==> src/rtl/shared_vc_port_tracker.sv <==
// -----------------------------------------------------------------------------
// shared_vc_port_tracker
//
// Per-input-port tracker for shared-VC memory banks. Latches which banks the
// bank allocators have granted to this port, serves round-robin shared-VC
// allocation requests from owned, allocation-ready banks, and keeps the
// port's allocated-VC mask that is fed back to every bank allocator.
//
// Parameters:
//   num_vcs   : shared VCs per port across all banks
//   num_ports : router ports (= number of banks)
//   port_id   : index of this port
//
// Ports:
//   clk                          rising-edge clock
//   reset                        asynchronous, active-low
//   memory_bank_grant_in         bank b one-hot grant at [b*num_ports +: num_ports]
//   ready_for_allocation_in      bit b = bank b accepts new allocations
//   alloc_req                    request one shared VC
//   alloc_gnt / alloc_vc         registered one-cycle grant and granted VC index
//   free_valid / free_vc         release of a VC
//   allocated_ip_shared_ivc_out  registered allocated mask (VC v in bank v/num_vcs_per_bank)
//   owned_banks                  registered bank ownership
//   err                          sticky protocol-error flag
//
// Build option: define SHARED_VC_PROTOCOL_CHECK_EN to enable the protocol
// checks driving err; otherwise err is tied low.
// -----------------------------------------------------------------------------
module shared_vc_port_tracker #(
    parameter int num_vcs   = 5,
    parameter int num_ports = 5,
    parameter int port_id   = 0,
    localparam int num_vcs_per_bank = num_vcs / num_ports,
    localparam int vc_idx_width     = (num_vcs > 1) ? $clog2(num_vcs) : 1
) (
    input  logic                           clk,
    input  logic                           reset,
    input  logic [num_ports*num_ports-1:0] memory_bank_grant_in,
    input  logic [num_ports-1:0]           ready_for_allocation_in,
    input  logic                           alloc_req,
    output logic                           alloc_gnt,
    output logic [vc_idx_width-1:0]        alloc_vc,
    input  logic                           free_valid,
    input  logic [vc_idx_width-1:0]        free_vc,
    output logic [num_vcs-1:0]             allocated_ip_shared_ivc_out,
    output logic [num_ports-1:0]           owned_banks,
    output logic                           err
);

    // After reset bank port_id is granted to this port.
    localparam logic [num_ports-1:0] owned_rst_val = num_ports'(1) << port_id;

    logic [num_ports-1:0]    owned_q, owned_d;
    logic [num_ports-1:0]    ready_q;
    logic [num_vcs-1:0]      alloc_q, alloc_d;
    logic [num_vcs-1:0]      eligible;
    logic [vc_idx_width-1:0] rr_ptr_q, rr_ptr_d;
    logic                    alloc_gnt_q, alloc_gnt_d;
    logic [vc_idx_width-1:0] alloc_vc_q, alloc_vc_d;
    logic                    found;
    logic [vc_idx_width-1:0] pick;
    logic [vc_idx_width-1:0] idx_v;
    int                      idx;
    logic                    free_ok;

    // Only the column addressed to this port matters in each bank's grant.
    logic unused_grant_bits;
    assign unused_grant_bits = ^memory_bank_grant_in;

    genvar gi;
    generate
        for (gi = 0; gi < num_ports; gi++) begin : g_owned
            assign owned_d[gi] = memory_bank_grant_in[gi*num_ports + port_id];
        end
        for (gi = 0; gi < num_vcs; gi++) begin : g_elig
            localparam int bank = gi / num_vcs_per_bank;
            assign eligible[gi] = owned_q[bank] & ready_q[bank] & ~alloc_q[gi];
        end
    endgenerate

    assign free_ok = free_valid & (int'(free_vc) < num_vcs);

    // Round-robin search starting at rr_ptr, wrapping modulo num_vcs.
    always_comb begin
        found = 1'b0;
        pick  = '0;
        idx   = 0;
        idx_v = '0;
        for (int i = 0; i < num_vcs; i++) begin
            idx = int'(rr_ptr_q) + i;
            if (idx >= num_vcs) idx = idx - num_vcs;
            idx_v = vc_idx_width'(idx);
            if (!found && eligible[idx_v]) begin
                found = 1'b1;
                pick  = idx_v;
            end
        end
    end

    always_comb begin
        alloc_d     = alloc_q;
        rr_ptr_d    = rr_ptr_q;
        alloc_gnt_d = 1'b0;
        alloc_vc_d  = alloc_vc_q;
        // Clear first so a grant in the same cycle is never lost; eligibility
        // already excludes a VC that was allocated before this edge.
        if (free_ok) alloc_d[free_vc] = 1'b0;
        if (alloc_req && found) begin
            alloc_d[pick] = 1'b1;
            alloc_gnt_d   = 1'b1;
            alloc_vc_d    = pick;
            rr_ptr_d      = (int'(pick) == num_vcs - 1) ? '0 : pick + 1'b1;
        end
    end

    always_ff @(posedge clk or negedge reset) begin
        if (!reset) begin
            owned_q     <= owned_rst_val;
            ready_q     <= '1;
            alloc_q     <= '0;
            rr_ptr_q    <= '0;
            alloc_gnt_q <= 1'b0;
            alloc_vc_q  <= '0;
        end else begin
            owned_q     <= owned_d;
            ready_q     <= ready_for_allocation_in;
            alloc_q     <= alloc_d;
            rr_ptr_q    <= rr_ptr_d;
            alloc_gnt_q <= alloc_gnt_d;
            alloc_vc_q  <= alloc_vc_d;
        end
    end

    assign alloc_gnt                   = alloc_gnt_q;
    assign alloc_vc                    = alloc_vc_q;
    assign allocated_ip_shared_ivc_out = alloc_q;
    assign owned_banks                 = owned_q;

`ifdef SHARED_VC_PROTOCOL_CHECK_EN
    logic [num_ports-1:0] bank_busy;
    logic                 err_q, err_d;

    generate
        for (gi = 0; gi < num_ports; gi++) begin : g_busy
            assign bank_busy[gi] = |alloc_q[gi*num_vcs_per_bank +: num_vcs_per_bank];
        end
    endgenerate

    // Sticky: freeing an unallocated VC, or losing a bank that still holds VCs.
    assign err_d = err_q
                 | (free_ok & ~alloc_q[free_vc])
                 | (|(owned_q & ~owned_d & bank_busy));

    always_ff @(posedge clk or negedge reset) begin
        if (!reset) err_q <= 1'b0;
        else        err_q <= err_d;
    end

    assign err = err_q;
`else
    assign err = 1'b0;
`endif

endmodule

==> config.mk <==
export PLATFORM = sky130hd
export DESIGN_NAME = shared_vc_port_tracker
export DESIGN_NICKNAME = d
export VERILOG_FILES = /design/src/rtl/shared_vc_port_tracker.sv
export SDC_FILE = /design/constraint.sdc
export NUM_CORES = 1
export LEC_CHECK = 0
export ABC_AREA = 1
export CORE_UTILIZATION = 48
export DETAILED_ROUTE_END_ITERATION = 10
export GPL_TIMING_DRIVEN = 0
export HOLD_SLACK_MARGIN = 0.12
export PLACE_DENSITY = 0.88
export SYNTH_ARGS = -nofsm -noshare
export SYNTH_HDL_FRONTEND = slang
export SYNTH_SLANG_ARGS = --single-unit
==> constraint.sdc <==
create_clock -name clk -period 3.8 [get_ports clk]
set_input_delay 0.95 -clock clk [delete_from_list [all_inputs] [get_ports clk]]
set_output_delay 0.95 -clock clk [all_outputs]
set_load 0.01 [all_outputs]
==> run metrics <==
Worst-Skew Late Latency 0.27 ns; status completed; Routed WL 4230 um; maximum clock path buffer count 2; wire per inst 12.7 um; DRC violations left 0; GPL Wtd Cong 0.870; slowest cell on the critical path dfrtp_1; Setup-failing EPs final 0; crit-path cells buf_4 > inv_2 > ha_1 > inv_1 > fa_1 > inv_1 > nand2_1 > nand2_1 > nand3_1 > nand3_1 > nand2_1 > nand2_1 > nand2_1 > nor2_4 > nand2_1 > nand3_1 > nand2_1 > nand2_2 > inv_1 > ha_1 > a21oi_1 > nand2_1 > nand2_1; Synth Instances 253; share of layout cells above drive strength 1 12.5%; Chip Width 62.8 um; CP bufs+invs 5; TNS Setup 0 ns; port bufs 30; Clock Tree Root clkbuf_8; Synth Net Count 301; GR Util All Layers 23.7%; first-pass GRT wire length 7410 um; Synth Area per Inst 7.00 um2; Starting Density 51.5%; most used cell, CP nand2_1; worst endpoint data arrival time 3.61 ns; number of DRC markers in iteration 0 159; Slew Viols, Final 0; synthesis warning total 0; total gr overflow 0; Fmax 294 MHz; Worst EP required 4.01 ns; I/O Pins 52; period utilization 89.5%; antenna violations before repair 0; Hold Fails Final Rpt 0; hold-fix buffers at CTS 0; RSZ-0062 raised after global routing no; Clock Sinks 22; register area share after synthesis 31.5%; Slew @ Worst Pin 0.914 ns; via count 1834; Max H-tree Level 1; core box area 0.00344 mm2; worst hold path class reg2reg; Netlist Area Pre-Place 0.00177 mm2; Max-slew headroom 38.9%; Critical Path Sink Type flip-flop; Detailed Place HPWL 3280 um; Setup CP Type reg2reg; CP startpoint kind flip-flop; CTS clk-pin slew, worst paths 0.07 ns; Area Growth Syn to Fin 23.2%; TritonCTS buffer count 3; most frequent cells in the layout 77 x nand2_1, 37 x nand3_1, 30 x clkdlybuf4s50_1, 26 x inv_1, 16 x dfrtp_1; register bit total from synthesis 22; Synth cell types 28; vias in the first global route 1737; Max-Cap Viols 0; crit path time final 3.40 ns; diode count 0; commonest non-fill, non-tap cell in the layout nand2_1; CP peak stage delay 0.46 ns; nets 336; clock skew 0.00665 ns; largest net degree at the start of global routing 23; die area 0.00394 mm2; Via density 5.51; Detail Route Antenna Nets 0; CP top delay family simple AND/OR/NAND/NOR gates; height of the die 62.8 um; Detailed Routing Iterations Pass 1 4; CP Max Fanout 10; row cnt 21; TritonCTS clock tree built
## through the flow
stage                     instances  util, %  hold slack (ns)  setup WS (ns)  instance area [um2]
after global routing            333     63.4            0.521        0.00137                 2180
after detailed placement        329     61.9            0.471          0.212                 2130
after CTS                       333     63.2            0.491          0.200                 2170
after global placement          329     61.9            0.466          0.344                 2130
final                           333     63.4            0.485          0.399                 2180
after floorplan                 253        -            0.516          0.738                 1770
## Yosys cell counts, drive strengths merged
master	instances	area, um2
a21oi	3	18.8
nor2	14	62.6
ha	10	125
dfrtp	16	400
dfstp	6	158
o21ai	17	96.3
o211ai	2	15.0
nand4	13	81.3
inv	33	124
o31ai	1	7.51
conb	1	3.75
nand2	83	332
fa	1	20.0
o21a	1	7.51
buf	2	15.0
xor2	2	17.5
nand3	44	258
nand3b	4	30.0
## worst min-delay path: cells and delay by family (launching register included)
kind	cells	cell delay [ns]
flops	1	0.34
simple gates	2	0.11
## worst paths after layout
path | from | slack (ns) | depth (start not counted) | end
worst max-delay path | rr_ptr_q[0] | 0.40 | 23 | rr_ptr_q[1]
worst min-delay path | alloc_vc[2] | 0.48 | 2 | alloc_vc[2]
worst max register to register | rr_ptr_q[0] | 0.40 | 23 | rr_ptr_q[1]
worst min register to register | alloc_vc[2] | 0.48 | 2 | alloc_vc[2]
max in group asynchronous | reset | 2.04 | 1 | rr_ptr_q[0]
min in group asynchronous | reset | 1.19 | 1 | alloc_vc[2]
## flip-flops by register name, indices dropped and copies added (netlist names)
name,flops
alloc_gnt,1
alloc_vc,3
allocated_ip_shared_ivc_out,5
owned_banks,5
ready_q,5
rr_ptr_q,3
## per-layer routing
metal | share of wire [%] | GRT usage, %
met1 | 42 | 29.8
met2 | 48 | 40.2
met3 | 7.7 | 4.56
met4 | 2.3 | 8.14
met5 | 0 | 0
## cells by family after synthesis
family	synth area share, %
XOR/XNOR	0.989
flip-flops	31.5
AND/OR/NAND/NOR	43.1
adder cells (fa/ha/maj)	8.19
AO/OA/AOI/OAI	8.19
other	0.212
buffers and inverters	7.84
## area by class of cell
class / instances / area [um2]
Timing Repair Buffer: 30 / 300
Buffer: 2 / 15.0
Clock buffer: 4 / 45.0
Inverter: 33 / 124
Sequential cell: 22 / 558
Multi-Input combinational cell: 196 / 1080
Tap cell: 46 / 57.6
Fill cell: 300 / 1260
## what timing repair did
| action | in CTS | in global routing |
|---|---|---|
| endpoints found under the hold margin | 0 | 0 |
| endpoints found under the setup margin | 0 | 3 |
| gates resized for setup | 0 | 3 |
| setup buffers | 0 | 0 |
Power is left out: the tool's default activity adds up to more than one toggle a clock period on the data nets, which glitch-free logic cannot reach.
